==> src/rtl/mem_stage_lsu.sv <==
// mem_stage_lsu: MEM-stage load/store unit and MEM/WB pipeline register.
//
// Takes one instruction from EX/MEM per cycle. Loads and stores go out over a
// req/gnt/rvalid data bus. Load data is formatted by size and sign before it
// is captured into MEM/WB. While an access is outstanding, mem_stall holds
// the upstream stages.
//
// Parameters:
//   BUS_TIMEOUT  cycles spent in WAIT without rvalid before a load is aborted
//                (0 disables the timeout)
//
// Optional feature (compile-time macro LSU_MISALIGN_EXC_EN):
//   When defined, a misaligned half/word access issues no bus request. It is
//   written into MEM/WB with RegWrite cleared, and mem_misalign pulses.
//   When undefined, misaligned addresses are aligned down silently.
//
// Ports:
//   clk, rst_n              clock (rising edge), async active-low reset
//   ex_*                    EX/MEM slot: valid, ALU result/address, store data,
//                           MemRead, MemWrite, MemtoReg, RegWrite, rd, funct3
//   dmem_req/we/addr/wdata/be  bus request (held stable until dmem_gnt)
//   dmem_gnt/rvalid/rdata   bus response
//   mem_stall               hold EX/MEM and earlier stages
//   mem_bus_err             one-cycle pulse on load timeout (aligned with wb_valid)
//   mem_misalign            one-cycle pulse on misaligned op (macro only)
//   wb_*                    registered MEM/WB payload
module mem_stage_lsu #(
    parameter int unsigned BUS_TIMEOUT = 16
) (
    input  logic        clk,
    input  logic        rst_n,
    input  logic        ex_valid,
    input  logic [31:0] ex_alu_result,
    input  logic [31:0] ex_store_data,
    input  logic        ex_MemRead,
    input  logic        ex_MemWrite,
    input  logic        ex_MemtoReg,
    input  logic        ex_RegWrite,
    input  logic [4:0]  ex_rd,
    input  logic [2:0]  ex_funct3,
    output logic        dmem_req,
    output logic        dmem_we,
    output logic [31:0] dmem_addr,
    output logic [31:0] dmem_wdata,
    output logic [3:0]  dmem_be,
    input  logic        dmem_gnt,
    input  logic        dmem_rvalid,
    input  logic [31:0] dmem_rdata,
    output logic        mem_stall,
    output logic        mem_bus_err,
`ifdef LSU_MISALIGN_EXC_EN
    output logic        mem_misalign,
`endif
    output logic        wb_valid,
    output logic [31:0] wb_alu_result,
    output logic [31:0] wb_mem_read_data,
    output logic        wb_MemtoReg,
    output logic        wb_RegWrite,
    output logic [4:0]  wb_rd
);

    typedef enum logic [1:0] {IDLE, REQ, WAIT} state_t;

    state_t      state, state_nx;
    logic [31:0] cnt;

    // Copy of the op taken when it leaves IDLE, so the bus request and the
    // MEM/WB payload do not depend on the stalled EX/MEM inputs.
    logic [31:0] r_addr, r_wdata;
    logic [3:0]  r_be;
    logic        r_we, r_memtoreg, r_regwrite;
    logic [2:0]  r_funct3;
    logic [4:0]  r_rd;

    logic        in_idle, is_mem, misalign, mis_now, start;
    logic        req, done, tmo, expire, fire;
    logic [31:0] st_wdata, ld_fmt, ld_data;
    logic [3:0]  st_be;
    logic [31:0] cur_addr, cur_wdata;
    logic [3:0]  cur_be;
    logic        cur_we, cur_memtoreg, cur_regwrite;
    logic [4:0]  cur_rd;
    logic [7:0]  bsel;
    logic [15:0] hsel;

    assign in_idle = (state == IDLE);
    assign is_mem  = ex_valid & (ex_MemRead | ex_MemWrite);

`ifdef LSU_MISALIGN_EXC_EN
    assign misalign = is_mem &
                      (((ex_funct3[1:0] == 2'b01) & ex_alu_result[0]) |
                       (ex_funct3[1] & (ex_alu_result[1:0] != 2'b00)));
`else
    assign misalign = 1'b0;
`endif

    assign mis_now = in_idle & misalign;
    assign start   = in_idle & is_mem & ~misalign;

    // Store lane alignment from the EX/MEM inputs
    always_comb begin
        st_be    = 4'b1111;
        st_wdata = ex_store_data;
        case (ex_funct3[1:0])
            2'b00: begin
                st_be    = 4'b0001 << ex_alu_result[1:0];
                st_wdata = {4{ex_store_data[7:0]}};
            end
            2'b01: begin
                st_be    = ex_alu_result[1] ? 4'b1100 : 4'b0011;
                st_wdata = {2{ex_store_data[15:0]}};
            end
            default: ;
        endcase
    end

    // In IDLE the request is driven straight from EX/MEM; afterwards from the copy
    assign cur_addr     = in_idle ? ex_alu_result : r_addr;
    assign cur_wdata    = in_idle ? st_wdata      : r_wdata;
    assign cur_be       = in_idle ? st_be         : r_be;
    assign cur_we       = in_idle ? ex_MemWrite   : r_we;
    assign cur_memtoreg = in_idle ? ex_MemtoReg   : r_memtoreg;
    assign cur_regwrite = in_idle ? ex_RegWrite   : r_regwrite;
    assign cur_rd       = in_idle ? ex_rd         : r_rd;

    assign expire = (BUS_TIMEOUT != 0) && (cnt == BUS_TIMEOUT - 1);

    always_comb begin
        state_nx = state;
        req      = 1'b0;
        done     = 1'b0;
        tmo      = 1'b0;
        case (state)
            IDLE: begin
                if (start) begin
                    req = 1'b1;
                    if (!dmem_gnt)        state_nx = REQ;
                    else if (ex_MemWrite) done = 1'b1;
                    else                  state_nx = WAIT;
                end
            end
            REQ: begin
                req = 1'b1;
                if (dmem_gnt) begin
                    if (r_we) begin
                        done     = 1'b1;
                        state_nx = IDLE;
                    end else begin
                        state_nx = WAIT;
                    end
                end
            end
            WAIT: begin
                // rvalid takes priority over a timeout expiring in the same cycle
                if (dmem_rvalid) begin
                    done     = 1'b1;
                    state_nx = IDLE;
                end else if (expire) begin
                    done     = 1'b1;
                    tmo      = 1'b1;
                    state_nx = IDLE;
                end
            end
            default: state_nx = IDLE;
        endcase
    end

    // Load formatting; half lanes ignore addr[0] (aligned down)
    assign bsel = dmem_rdata[{r_addr[1:0], 3'b000} +: 8];
    assign hsel = dmem_rdata[{r_addr[1], 4'b0000} +: 16];

    always_comb begin
        case (r_funct3)
            3'b000:  ld_fmt = {{24{bsel[7]}}, bsel};
            3'b100:  ld_fmt = {24'b0, bsel};
            3'b001:  ld_fmt = {{16{hsel[15]}}, hsel};
            3'b101:  ld_fmt = {16'b0, hsel};
            default: ld_fmt = dmem_rdata;
        endcase
    end

    assign ld_data = ((state == WAIT) && dmem_rvalid) ? ld_fmt : '0;

    // Bus outputs and stall are forced low while reset is asserted
    assign dmem_req   = req & rst_n;
    assign dmem_we    = dmem_req & cur_we;
    assign dmem_addr  = dmem_req ? {cur_addr[31:2], 2'b00} : '0;
    assign dmem_wdata = dmem_req ? cur_wdata : '0;
    assign dmem_be    = dmem_req ? cur_be : '0;
    assign mem_stall  = rst_n & (in_idle ? (start & ~done) : ~done);

    // MEM/WB capture: non-memory and misaligned ops in IDLE, or any completion
    assign fire = in_idle ? (ex_valid & (~is_mem | misalign | done)) : done;

    always_ff @(posedge clk or negedge rst_n) begin
        if (!rst_n) begin
            state            <= IDLE;
            cnt              <= '0;
            r_addr           <= '0;
            r_wdata          <= '0;
            r_be             <= '0;
            r_we             <= 1'b0;
            r_memtoreg       <= 1'b0;
            r_regwrite       <= 1'b0;
            r_funct3         <= '0;
            r_rd             <= '0;
            mem_bus_err      <= 1'b0;
            wb_valid         <= 1'b0;
            wb_alu_result    <= '0;
            wb_mem_read_data <= '0;
            wb_MemtoReg      <= 1'b0;
            wb_RegWrite      <= 1'b0;
            wb_rd            <= '0;
`ifdef LSU_MISALIGN_EXC_EN
            mem_misalign     <= 1'b0;
`endif
        end else begin
            state <= state_nx;
            if ((state == WAIT) && (state_nx == WAIT)) cnt <= cnt + 32'd1;
            else                                       cnt <= '0;
            if (start) begin
                r_addr     <= ex_alu_result;
                r_wdata    <= st_wdata;
                r_be       <= st_be;
                r_we       <= ex_MemWrite;
                r_memtoreg <= ex_MemtoReg;
                r_regwrite <= ex_RegWrite;
                r_funct3   <= ex_funct3;
                r_rd       <= ex_rd;
            end
            mem_bus_err <= tmo;
`ifdef LSU_MISALIGN_EXC_EN
            mem_misalign <= mis_now;
`endif
            wb_valid <= fire;
            if (fire) begin
                wb_alu_result    <= cur_addr;
                wb_mem_read_data <= ld_data;
                wb_MemtoReg      <= cur_memtoreg;
                wb_RegWrite      <= cur_regwrite & ~tmo & ~mis_now;
                wb_rd            <= cur_rd;
            end else begin
                wb_RegWrite      <= 1'b0;
            end
        end
    end

endmodule

==> config.mk <==
export PLATFORM = sky130hd
export DESIGN_NAME = mem_stage_lsu
export DESIGN_NICKNAME = d
export VERILOG_FILES = /design/src/rtl/mem_stage_lsu.sv
export SDC_FILE = /design/constraint.sdc
export NUM_CORES = 1
export LEC_CHECK = 0
export BUFFER_PORTS_ARGS = -buffer_cell sky130_fd_sc_hd__buf_2
export CORE_MARGIN = 5
export CORE_UTILIZATION = 29
export DETAILED_ROUTE_END_ITERATION = 7
export GPL_ROUTABILITY_DRIVEN = 0
export HOLD_SLACK_MARGIN = 0.05
export PLACE_DENSITY_LB_ADDON = 0.3
export SYNTH_ARGS = -nofsm -noshare
export SYNTH_HDL_FRONTEND = slang
export SYNTH_SLANG_ARGS = --single-unit
export TNS_END_PERCENT = 1
==> constraint.sdc <==
create_clock -name clk -period 3.3 [get_ports clk]
set_input_delay 0.495 -clock clk [delete_from_list [all_inputs] [get_ports clk]]
set_output_delay 0.495 -clock clk [all_outputs]
set_load 0.005 [all_outputs]
Word-level counts from Yosys, hierarchy flattened --
Index checks and enable logic that the tools add are counted.
Cells by class: eq/ne operators 8, add/subtract/negate cells 1, bitwise operators 13, multiplexer cells 39, shift-type cells 3, reduce and logical (&&, ||, !) cells 5
Operator list (count):
- two-way mux 32 bit | 6
- one-hot mux 32 bit (4 select lines) | 1
- one-hot mux 32 bit (2 select lines) | 1
- adder 32 x 1 -> 32 bit, second input constant | 1
- equality test 32 x 4 -> 1 bit, second input constant | 1
- indexed part select 32 x 6 -> 16 bit | 1
- indexed part select 32 x 6 -> 8 bit | 1
- two-way mux 1 bit | 16
- two-way mux 2 bit | 7
- two-way mux 4 bit | 3
- bitwise AND 1 bit | 8
- one-hot mux 4 bit (2 select lines) | 1
- equality test 3 bit, second input constant | 2
- one-hot mux 2 bit (3 select lines) | 1
- two-way mux 5 bit | 1
- equality test 2 x 1 -> 1 bit, second input constant | 2
- equality test 2 bit, second input constant | 2
- logical NOT 2 bit | 2
- left shift 1 x 2 -> 4 bit, first input constant | 1
- equality test 3 x 1 -> 1 bit, second input constant | 1
- logical NOT 3 bit | 1
- NOT 1 bit | 3
- one-hot mux 1 bit (3 select lines) | 1
- logical AND 1 bit | 2
- other kinds (2) | 3
Storage, ports and cells: register bits after elaboration 186, output and inout port bits 144, word-level logic and storage cells 86, input port bits 113

Longest topological paths before layout --
Gate-level depths: netlist of the first run.
word-level depth 9, mapped depth 9, depth with buffers taken out 7

Worst setup path after synthesis of the first run --
OpenSTA, ideal clock, no wires.
kind input port to output port, start in ex_MemRead, end out dmem_addr[12], required time 2.805 ns, arrival time 1.610 ns, buffers on the path 2, stages on the path 6, setup slack 1.195 ns, path through o21ai_0 > a21oi_1 > nand2_1 > clkbuf_1 > clkbuf_1 > nor2_1
Between the ends: cells in the longest elaborated chain, start to end 7
Ends and longest elaborated chain:
- start, declared | line 35 | input logic ex_MemRead,
- bitwise OR 1 bit | line 87 | assign is_mem = ex_valid & (ex_MemRead | ex_MemWrite);
- bitwise AND 1 bit | line 87
- bitwise AND 1 bit | line 98 | assign start = in_idle & is_mem & ~misalign;
- two-way mux 1 bit | line 135 | if (start) begin
- one-hot mux 1 bit (2 select lines) | line 133 | case (state)
- bitwise AND 1 bit | line 185 | assign dmem_req = req & rst_n;
- two-way mux 32 bit | line 187 | assign dmem_addr = dmem_req ? {cur_addr[31:2], 2'b00} : '0;
- end, declared | line 43 | output logic [31:0] dmem_addr,
Every way passes these cells.

Worst setup path in the final report of the first run --
start reg cnt[0], end out mem_stall
Between the ends: cells in the longest elaborated chain, start to end 8
Ends and longest elaborated chain:
- start, declared | line 65 | logic [31:0] cnt;
- start signal, assigned | line 219 | if ((state == WAIT) && (state_nx == WAIT)) cnt <= cnt + 32'd1;
- equality test 32 x 4 -> 1 bit * | line 126 | assign expire = (BUS_TIMEOUT != 0) && (cnt == BUS_TIMEOUT - 1);
- two-way mux 1 bit * | line 158 | end else if (expire) begin
- two-way mux 1 bit * | line 155 | if (dmem_rvalid) begin
- one-hot mux 1 bit (3 select lines) * | line 133
- NOT 1 bit * | line 190 | assign mem_stall = rst_n & (in_idle ? (start & ~done) : ~done);
- bitwise AND 1 bit | line 190
- two-way mux 1 bit * | line 190
- bitwise AND 1 bit * | line 190
- end, declared | line 49 | output logic mem_stall,
Mark *: on every way between the ends. The rest lies on a longest branch, timed or not.

==> results by stage, run 1 <==
Synthesis:
- Synthesis produced 1024 cells.
- Averaged over all synthesized cells, the footprint is 9.17 um^2.
- For this run, asynchronously set or reset flops after synthesis account for 1.00.
- For this run, the register share of the synthesized area comes to 0.496.
- The synthesized-area fraction occupied by adder cells is 0.00133.
- For this run, the leading register cell type out of synthesis is sky130_fd_sc_hd__dfrtp_1.
- The main combinational cell family by area after synthesis is simple AND/OR/NAND/NOR gates.
- The share of cell area taken by muxes after synthesis is 0.0936.
- The xor-xnor portion of the synthesized cell area is 0.0280.
- The number of different library cells used by synthesis comes to 49.
- The Yosys warning count is 0.
- The netlist area before placement is 0.00939 mm^2.
- After synthesis the netlist holds a flip-flop and latch count of 186.
- Yosys mapped a number of flops with a built-in enable equal to 0.
- The synthesized-area fraction occupied by ao, oa, aoi and oai cells is 0.116.
- Of the total synthesized cell area, the portion taken by AND, OR, NAND and NOR gates is 0.219.

Clock network:
- The CTS buffer count is 17.
- For this design, the sink count on the clock tree is 186.
- Clock-pin slew was measured on the worst setup and hold paths at 80 ps.
- After clock tree synthesis, the repair step resized 0 gates.
- TritonCTS built the clock tree.
- The buffer depth of the longest clock path is 2.
- The clock root buffer is sky130_fd_sc_hd__clkbuf_16.
- The CTS H-tree depth is 4.
- The latest clock arrival within the worst-skew pair is 440 ps.

Global route:
- Entering global routing, the biggest net connects 65 pins.
- The number of global-route vias before repair is 8207.
- The total grt overflow is 0.
- The met2 track utilization from global routing is 0.249.
- After global routing, the most crowded layer is met2.
- The fraction of met1 tracks used by global routing is 0.229.
- The first global-routing pass estimated 47000 um of wire.
- In the global route stage, met3 resource usage came out at 0.0424.
- The number of antenna violations at the first check in global routing is 4.
- For this run, the total global-route usage over all layers was measured as 0.163.

Detailed routing:
- The overall via count from detail_route is 8165.
- The violation count after the first detailed-route iteration is 576.
- The per-cell via count in the routed design is 4.90.
- After detailed routing, the average wire length per cell comes to 17.8 um.
- The count of nets left with antenna violations once routing finished came out at 0.
- The pre-antenna-repair detailed-routing pass consisted of 4 iterations.
- The final wirelength is 29600 um.
- The number of remaining DRC errors is 0.

Pwr:
- Summed over all cells, the static leakage comes to 5.90 nW.
- The power density relative to cell area is 653 mW/mm^2.
- The peak ir drop on the vdd network is 0.345 mV.

Placed design:
- The post-place instance area is 0.0111 mm^2.
- OpenSTA, run right after detailed placement, puts the worst setup slack at 504 ps.
- After detailed placement, the design holds a cell count of 1629.
- The quantity of I/O buffers inserted on ports is 254.
- The estimated wirelength of the detail-placed design is 20700 um.

STA:
- Adding up every negative setup slack in the final design gives 0 ps.
- The number of hold-slack violations in the final timing report is 0.
- The final count of pins violating max slew is 0.
- Static timing analysis puts the maximum clock frequency at 326 MHz.
- For the pin with the worst max-slew slack, the measured transition is 893 ps.
- Across all setup checks in the final design, the least slack found is 235 ps.
- Setup repair after global routing left no endpoint under its margin.
- The share of the cycle needed by the critical path after routing is 0.929.
- The shortest clock period the worst path allows after layout is 3060 ps.
- The tightest slew margin relative to the limit is 0.402.
- Setup violations remaining at the end of the flow were counted as 0.
- The worst clock skew is 20.7 ps.

Job:
- Max-cap violations in this run came to 0.

Cells and area:
- The library cell used most frequently in the layout, excluding fill and tap cells, is sky130_fd_sc_hd__buf_2.
- Relative to the synthesized area, the layout overhead comes to 24.4%.
- At the end of the flow, the number of nets in the layout was 1361.
- For this run, the share of the core covered by cells in the final layout is 0.368.
- The finished cells cover 0.0117 mm^2.
- The finished layout holds 1665 standard cells, fillers aside.
- Leaving out fill and tap cells, the most frequent cells in the layout are sky130_fd_sc_hd__buf_2 (253), sky130_fd_sc_hd__nand2_1 (246), sky130_fd_sc_hd__dfrtp_1 (186).
- The fraction of final layout cells with drive strength greater than 1 is 0.278.

Critical path:
- The longest individual stage delay on the worst path is 440 ps.
- Data arrives at the worst endpoint at 2570 ps.
- The worst setup path is captured at a primary output.
- Walking the worst path, the cells encountered are ha_1, and3_1, nand4_1, nor3_4, buf_4, nor4b_1, buf_2.
- The type of the setup path with the least slack is flop to primary output.
- Data on the critical path is required at its endpoint by 2800 ps.
- The startpoint type of the worst setup path is a flop.
- The largest individual stage delay along the critical path comes from the cell sky130_fd_sc_hd__buf_4.
- In this run the worst path has a maximum fanout of 39.

Floorplanning:
- From bottom edge to top edge, the die measures 190 um.
- The width of the chip is 190 um.
- 257 I/O pins were placed.
- The floorplan core area is 0.0317 mm^2.
- The overall die area is 0.0361 mm^2.
- Row generation in the floorplan step produced 65 rows.
- The initial core utilization is 0.296.

Status:
- The run finished with clean final reports.

Min path:
- The type of the most critical hold path is input port to flop.
-- cells by family (layout without fill, tap and decap cells) --
| group | after synthesis | in the layout |
|---|---|---|
| and+or+nand+nor | 467 | 467 |
| adders and majority gates | 1 | 1 |
| xor gates and xnor gates | 30 | 30 |
| other | 1 | 5 |
| AOI/OAI and AO/OA | 168 | 168 |
| muxes | 80 | 80 |
| DFF | 186 | 186 |
| buffers and inverters | 91 | 326 |
-- layer usage --
metal | wire (um) | share of wire
met3 | 1820 | 0.062
met4 | 535 | 0.018
met5 | 11 | 0.00037
met2 | 13500 | 0.46
met1 | 13700 | 0.46
-- worst max-delay path: cells and delay by family (launching register included) --
kind,cells,cell delay (ps)
adders and majority gates,1,210
and+or+nand+nor,4,880
buffers and inverters,2,600
DFF,1,390
-- report_power, final --
group | internal [mW] | total [mW] | switching, mW
Clock | 1.02 | 2.08 | 1.05
Sequential | 2.89 | 3.24 | 0.356
Combinational | 1.00 | 2.30 | 1.30
Total | 4.91 | 7.63 | 2.71
-- sequential cells by signal, summed over array words and instances, names as in the netlist, 2 cells and up --
| name | count |
|---|---|
| cnt | 32 |
| r_addr | 32 |
| r_be | 4 |
| r_funct3 | 3 |
| r_rd | 5 |
| r_wdata | 32 |
| state | 2 |
| wb_alu_result | 32 |
| wb_mem_read_data | 32 |
| wb_rd | 5 |
-- layout make-up --
class                           count  area, um^2
Antenna cell                        3        7.51
Clock buffer                       17         425
Clock inverter                     15         176
Fill cell                        3288       20000
Inverter                           18        67.6
Multi-Input combinational cell    748        4340
Sequential cell                   186        4650
Tap cell                          402         503
Timing Repair Buffer              276        1500
-- worst paths after layout --
kind	slack [ps]	from	to	cells after the start
max	240	cnt[0]	mem_stall	7
max in group asynchronous	1620	rst_n	r_rd[4]	3
min reg2reg	480	r_addr[13]	r_addr[13]	2
max reg2reg	580	cnt[0]	wb_mem_read_data[4]	8
min	250	dmem_gnt	state[0]	2
min in group asynchronous	530	rst_n	wb_mem_read_data[13]	2
-- repair_timing --
action,CTS,global route
hold buffers,1,0
endpoints found under the hold margin,27,0
setup buffers,0,0
-- through the flow --
step	hold WS (ps)	total power [mW]
CTS	226	7.75
finish	252	7.63
global route	241	8.16
floorplan	199	4.57
global placement	419	5.60
detailed placement	418	5.63
-- synth_stat cells, drive strengths merged, types with 2 or more instances --
cell / number / area, um^2
and3: 12 / 75.1
mux2: 12 / 135
o32ai: 2 / 17.5
nor4: 9 / 86.3
nand2b: 20 / 125
nand3: 14 / 70.1
inv: 18 / 67.6
o21ai: 42 / 210
mux2i: 63 / 631
and4: 3 / 26.3
clkbuf: 36 / 135
nand2: 247 / 927
dfrtp: 186 / 4650
a31oi: 8 / 50.1
a211oi: 20 / 150
a221oi: 8 / 70.1
buf: 37 / 221
nor2: 102 / 390
nand4: 11 / 75.1
o2bb2ai: 6 / 52.6
xor2: 21 / 184
a21o: 8 / 60.1
nor2b: 3 / 18.8
or2: 2 / 12.5
xnor2: 9 / 78.8
mux4: 5 / 113
a21oi: 54 / 304
nor3: 41 / 221
a22o: 16 / 140
Note: power is estimated with default switching activity, not from simulation.
==> run 2: changes to the inputs <==
- CTS_BUF_LIST: unset -> sky130_fd_sc_hd__clkbuf_2
==> run 2 against run 1 <==
Sequential share of layout area is 2.7 points lower. Critical path depth is the same. Via count up 6.5%. Cell count up 6.7%. Global-route usage is 0.81 points higher.
==> results by stage, run 2 (synthesis results as in run 1) <==
STA:
- The worst-margin pin slew is 1100 ps (was 893 ps).
- The final count of negative-setup-slack endpoints was 0 (unchanged).
- The share of the cycle needed by the critical path after routing is 0.955 (was 0.929).
- The worst slack on hold paths came to 192 ps (was 252 ps).
- RSZ-0062 raised after global routing: true (was false).
- The number of hold-slack violations in the final timing report came to 0 (unchanged).
- The worst clock skew was 91.4 ps (was 20.7 ps).
- The tightest slew margin relative to the limit is 0.266 (was 0.402).
- The achievable frequency was 317 MHz (was 326 MHz).
- The slack of the critical path is 149 ps (was 235 ps).
- The setup TNS after final layout was 0 ps (unchanged).
- The final count of pins violating max slew is 0 (unchanged).
- The shortest clock period the worst path allows after layout was 3150 ps (was 3060 ps).

Critical path:
- The highest fanout seen on the critical path is 42 (was 39).
- The type of the setup path with the least slack is input port to primary output (was flop to primary output).
- The type of destination of the critical path is a primary output (unchanged).
- The buffers plus inverters on the worst setup path is 5 (was 2).
- The startpoint type of the worst setup path was an input port (was flop).
- The data required time of the worst path was 2800 ps (about the same).
- The worst reg2reg path startpoint is cnt[0] (unchanged).
- CP Cell Sequence: dlygate4sd3_1, dlygate4sd3_1, clkbuf_8, nand2_2, buf_4, nor2_1, buf_2 (was ha_1, and3_1, nand4_1, nor3_4, buf_4, nor4b_1, buf_2).
- Counting stages on the worst path, the most repeated cell is sky130_fd_sc_hd__dlygate4sd3_1.
- The start point of the critical path is rst_n (was cnt[0]).
- The longest individual stage delay on the worst path was 580 ps (was 440 ps).
- The cell class contributing the biggest share of worst-path delay is buffers and inverters (was simple AND/OR/NAND/NOR gates).
- The setup slack of the worst register-to-register path was 370 ps (was 580 ps).
- The slowest stage cell on the critical path was sky130_fd_sc_hd__dlygate4sd3_1 (was sky130_fd_sc_hd__buf_4).
- The endpoint arrival time on the critical path is 2660 ps (was 2570 ps).

Cells and area:
- The most common cell after layout, fill and taps aside is sky130_fd_sc_hd__buf_2 (unchanged).
- The area growth from synthesis to layout was 33.3% (was 24.4%).
- The post-layout net count was 1474 (was 1361).
- The final non-filler cell area was 0.0125 mm^2 (was 0.0117 mm^2).
- The fraction of final layout cells with drive strength greater than 1 is 0.259 (was 0.278).
- Commonest cells after routing, fill and taps aside: sky130_fd_sc_hd__buf_2 (253), sky130_fd_sc_hd__nand2_1 (246), sky130_fd_sc_hd__dfrtp_1 (186) (unchanged).

Clock network:
- The latest clock arrival within the worst-skew pair is 820 ps (was 440 ps).
- The clock root buffer is sky130_fd_sc_hd__clkbuf_2 (was sky130_fd_sc_hd__clkbuf_16).
- The clock-pin slew on the worst setup and hold paths is 290 ps (was 80 ps).
- The number of clock sinks seen by CTS is 186 (unchanged).
- The buffer depth of the longest clock path is 2 (unchanged).
- The CTS buffer count came to 17 (unchanged).
- The CTS H-tree depth was 4 (unchanged).
- The clock tree from TritonCTS is yes (unchanged).

Detailed routing:
- The iteration count of the initial detailed-routing pass was 5 (was 4).
- The violation count after the first detailed-route iteration came to 517 (was 576).
- The number of remaining DRC errors is 0 (unchanged).
- The per-cell via count in the routed design was 4.90 (about the same).
- The final wirelength is 31200 um (was 29600 um).
- The count of antenna-violating nets left after detailed routing came to 0 (unchanged).
- The average wire length per cell after detail routing was 17.6 um (was 17.8 um).
- The overall via count from detail_route is 8695 (was 8165).

Global route:
- The global routing usage summed across all routing layers is 0.171 (was 0.163).
- The number of antenna violations at the first check in global routing is 1 (was 4).
- The total grt overflow is 0 (unchanged).
- The global-route wire length before repair was 49300 um (was 47000 um).
- The number of global-route vias before repair came to 8810 (was 8207).
- The maximum number of pins on one net before global-route repair was 65 (unchanged).

Floorplanning:
- The width of the chip was 190 um (unchanged).
- The initial core utilization was 0.296 (unchanged).
- The y dimension of the die is 190 um (unchanged).
- The floorplan core area is 0.0317 mm^2 (unchanged).
- The top-level I/O count was 257 (unchanged).
- The overall die area is 0.0361 mm^2 (unchanged).
- The number of standard-cell rows in the floorplan is 65 (unchanged).

Placed design:
- The placement-stage worst setup slack came to 504 ps (unchanged).
- The estimated wirelength of the detail-placed design was 20700 um (unchanged).
- The quantity of I/O buffers inserted on ports is 254 (unchanged).
- The post-place instance area is 0.0111 mm^2 (unchanged).

Job:
- The max-cap check violation count came to 0 (unchanged).

Status:
- Status: finished clean (unchanged).

Pwr:
- The overall power after layout is 6.89 mW (was 7.63 mW).
- The reported leakage power is 6.25 nW (was 5.90 nW).
- The power density relative to cell area is 551 mW/mm^2 (was 653 mW/mm^2).
- The peak ir drop on the vdd network is 0.374 mV (was 0.345 mV).

Min path:
- The type of the most critical hold path is input port to flop (unchanged).
- The launch point of the worst hold path is ex_funct3[0] (was dmem_gnt).
## run 2: report_power, final
part           total (mW)  switching, mW  internal [mW]  leakage, nW
Combinational        2.42           1.34           1.09         3.77
Clock                1.23          0.967          0.261        0.147
Sequential           3.24          0.357           2.88         2.34
Total                6.89           2.66           4.23         6.25
## run 2: worst paths after layout
kind,to,cells after the start
worst max-delay path,dmem_addr[28],7
worst min-delay path,r_funct3[0],3
worst max register to register,wb_mem_read_data[4],9
worst min register to register,r_addr[15],2
max in group asynchronous,wb_RegWrite,4
min in group asynchronous,wb_mem_read_data[13],3
## run 2: cell type report
| type | instances | area (um^2) |
|---|---|---|
| fill | 3206 | 19200 |
| sequential | 186 | 4650 |
| multi-input combinational | 748 | 4360 |
| timing repair buffer | 389 | 2670 |
| tap | 402 | 503 |
| clock inverter | 15 | 176 |
| clock buffer | 17 | 85.1 |
| inverter | 18 | 67.6 |
| antenna | 1 | 2.50 |
## run 2: worst min-delay path: stages
cell and delay, ps:
sky130_fd_sc_hd__buf_2 200, sky130_fd_sc_hd__inv_1 150, sky130_fd_sc_hd__o21ai_0 100
## run 2: what timing repair did
action	in CTS	in global routing
endpoints found under the hold margin	272	1
pin swaps	1	1
gates cloned	1	0
buffers inserted	1	0
resized for setup	3	5
hold buffers	111	1
endpoints found under the setup margin	1	43
## run 2: per-layer routing
metal,share of wire,track usage,vias up,wire length [um]
met5,0,0,-,0
met4,0.020,0.0440,0,618
met3,0.054,0.0387,36,1670
met2,0.46,0.271,261,14500
met1,0.46,0.238,4256,14400
li1,-,-,4142,-
## run 2: metrics by stage
stage / std cells / utilization
global route: 1776 / 0.394
finish: 1776 / 0.394
floorplan: 1025 / -
CTS: 1774 / 0.394
global placement: 1629 / 0.349
detailed placement: 1629 / 0.349
==> run 3: changes to the inputs <==
- REMOVE_ABC_BUFFERS: unset -> 1
==> run 3 against run 2 <==
Non-clock buffer count shrank 2. Via count fell by 0.44%. Wire length fell by 2.9%. Maximum frequency increased by 1.5%. Total power about the same. Cell count unchanged. Clock power about the same. Sequential power is essentially flat. Flip-flop and latch count is the same. Critical path depth increased by 1. Sequential share of layout area rose by 0.18 points. Largest power group unchanged.
==> results by stage, run 3 (synthesis results as in run 1) <==
Clock network:
- The number of clock sinks seen by CTS is 186 (unchanged).
- The CTS H-tree depth came to 4 (unchanged).
- The latest clock arrival within the worst-skew pair came to 820 ps (about the same).
- The clock-pin slew on the worst setup and hold paths was 260 ps (was 290 ps).
- The buffer depth of the longest clock path is 2 (unchanged).
- The clock tree from TritonCTS is yes (unchanged).
- The count of buffers added by post-CTS timing repair for setup is 0 (was 1).
- The clock root buffer is sky130_fd_sc_hd__clkbuf_2 (unchanged).
- The CTS buffer count is 17 (unchanged).

Critical path:
- The slowest stage cell on the critical path is sky130_fd_sc_hd__dlygate4sd3_1 (unchanged).
- The longest individual stage delay on the worst path is 550 ps (was 580 ps).
- CP Cell Sequence: dlygate4sd3_1, buf_2, o21ai_0, a21oi_1, nand2_2, buf_4, a211oi_1, buf_2 (was dlygate4sd3_1, dlygate4sd3_1, clkbuf_8, nand2_2, buf_4, nor2_1, buf_2).
- The most used cell along the critical path is sky130_fd_sc_hd__buf_2 (was sky130_fd_sc_hd__dlygate4sd3_1).
- The data required time of the worst path is 2800 ps (about the same).
- The buffers plus inverters on the worst setup path is 4 (was 5).
- The endpoint arrival time on the critical path is 2610 ps (was 2660 ps).
- The type of destination of the critical path is a primary output (unchanged).
- The cell class contributing the biggest share of worst-path delay was buffers and inverters (unchanged).
- The highest fanout seen on the critical path was 19 (was 42).
- The type of the setup path with the least slack is input port to primary output (unchanged).
- The startpoint type of the worst setup path is an input port (unchanged).

Detailed routing:
- The per-cell via count in the routed design is 4.87 (was 4.90).
- The violation count after the first detailed-route iteration is 417 (was 517).
- The overall via count from detail_route is 8657 (was 8695).
- The count of antenna-violating nets left after detailed routing came to 0 (unchanged).
- The final wirelength is 30300 um (was 31200 um).
- The iteration count of the initial detailed-routing pass is 4 (was 5).
- The average wire length per cell after detail routing was 17.0 um (was 17.6 um).
- The number of remaining DRC errors is 0 (unchanged).

Placed design:
- The placement-stage worst setup slack was 422 ps (was 504 ps).
- The quantity of I/O buffers inserted on ports is 254 (unchanged).
- The estimated wirelength of the detail-placed design came to 20200 um (was 20700 um).
- The cell total after placement came to 1630 (was 1629).

STA:
- The tightest slew margin relative to the limit is 0.321 (was 0.266).
- The slack of the critical path is 195 ps (was 149 ps).
- The achievable frequency is 322 MHz (was 317 MHz).
- The shortest clock period the worst path allows after layout is 3110 ps (was 3150 ps).
- The worst slack on hold paths was 192 ps (about the same).
- The final count of pins violating max slew is 0 (unchanged).
- The number of hold-slack violations in the final timing report is 0 (unchanged).
- The worst clock skew was 39.2 ps (was 91.4 ps).
- The final count of negative-setup-slack endpoints is 0 (unchanged).
- RSZ-0062 raised after global routing: false (was true).
- The share of the cycle needed by the critical path after routing is 0.941 (was 0.955).
- The worst-margin pin slew was 1020 ps (was 1100 ps).

Pwr:
- The peak ir drop on the vdd network is 0.329 mV (was 0.374 mV).
- The power density relative to cell area came to 553 mW/mm^2 (was 551 mW/mm^2).
- The reported leakage power was 6.23 nW (was 6.25 nW).

Global route:
- The global routing usage summed across all routing layers is 0.168 (was 0.171).
- The number of antenna violations at the first check in global routing is 2 (was 1).
- The global-route wire length before repair is 48700 um (was 49300 um).
- The maximum number of pins on one net before global-route repair came to 78 (was 65).
- The number of global-route vias before repair is 8876 (was 8810).
- The total grt overflow is 0 (unchanged).

Floorplanning:
- The initial core utilization was 0.296 (unchanged).
- The y dimension of the die is 190 um (unchanged).
- The overall die area is 0.0361 mm^2 (unchanged).
- The number of standard-cell rows in the floorplan is 65 (unchanged).
- The width of the chip is 190 um (unchanged).
- The floorplan core area was 0.0317 mm^2 (unchanged).
- The top-level I/O count is 257 (unchanged).

Cells and area:
- The count of filler cells inserted in the layout is 3194 (was 3206).
- The final instance count without filler cells is 1776 (unchanged).
- The post-layout net count is 1472 (was 1474).
- The final core utilization was 0.393 (was 0.394).
- The area growth from synthesis to layout is 32.7% (was 33.3%).
- The most common cell after layout, fill and taps aside is sky130_fd_sc_hd__buf_2 (unchanged).
- The fraction of final layout cells with drive strength greater than 1 is 0.257 (was 0.259).
- Commonest cells after routing, fill and taps aside: sky130_fd_sc_hd__buf_2 (253), sky130_fd_sc_hd__nand2_1 (246), sky130_fd_sc_hd__dfrtp_1 (185) (was sky130_fd_sc_hd__buf_2 (253), sky130_fd_sc_hd__nand2_1 (246), sky130_fd_sc_hd__dfrtp_1 (186)).

Job:
- The max-cap check violation count is 0 (unchanged).

Status:
- Status: finished clean (unchanged).

Min path:
- The type of the most critical hold path was input port to flop (unchanged).
==> run 3: routing by layer <==
layer | up-vias | track usage | part of all wire
met5 | - | 0 | 0
met4 | 0 | 0.0320 | 0.010
met3 | 20 | 0.0488 | 0.062
met2 | 239 | 0.286 | 0.49
met1 | 4263 | 0.216 | 0.44
li1 | 4135 | - | -
==> run 3: final cells by class <==
cell class                      count  area (um^2)  share of cell area
Antenna cell                        3         7.51            0.000603
Clock buffer                       17         85.1             0.00683
Clock inverter                     15          160              0.0129
Inverter                           18         67.6             0.00542
Multi-Input combinational cell    748         4360               0.350
Sequential cell                   186         4660               0.374
Tap cell                          402          503              0.0404
Timing Repair Buffer              387         2620               0.210
==> run 3: report_power, final <==
| group | switching, mW | total, mW | internal, mW |
|---|---|---|---|
| clock | 0.923 | 1.23 | 0.309 |
| combinational | 1.32 | 2.42 | 1.10 |
| sequential | 0.354 | 3.24 | 2.88 |
| total | 2.60 | 6.89 | 4.29 |
==> run 3: worst paths after layout <==
kind,startpoint,end,slack [ps],cells past startpoint
worst max register to register,cnt[0],wb_alu_result[24],510,8
worst max-delay path,ex_MemWrite,dmem_wdata[17],190,8
worst min-delay path,ex_funct3[0],r_funct3[0],190,3
min in group asynchronous,rst_n,cnt[17],350,3
max in group asynchronous,rst_n,wb_alu_result[1],1780,4
worst min register to register,wb_mem_read_data[11],wb_mem_read_data[11],510,1
==> run 3: worst register-to-register path, cell delays in order (launching register included) <==
cell                      delay, ps
sky130_fd_sc_hd__dfrtp_1        490
sky130_fd_sc_hd__ha_1           250
sky130_fd_sc_hd__and3_4         220
sky130_fd_sc_hd__nand4_1        140
sky130_fd_sc_hd__nor3_4          70
sky130_fd_sc_hd__nor2_4         680
sky130_fd_sc_hd__inv_2          420
sky130_fd_sc_hd__buf_12         310
sky130_fd_sc_hd__a21oi_2        160
==> run 3: through the flow <==
step | instance area [um^2] | power (mW) | TNS (ps)
after floorplan | 9030 | 4.53 | -657270
after global placement | 11100 | 5.59 | 0
after detailed placement | 11100 | 5.63 | 0
after CTS | 12400 | 7.01 | 0
after global routing | 12500 | 7.44 | 0
final | 12500 | 6.89 | 0
==> run 3: what timing repair did <==
action,CTS,global route
pin swaps,0,2
cloned,0,0
endpoints found under the hold margin,289,0
gates resized for setup,2,3
setup endpoints to repair,1,12
hold buffers,111,0
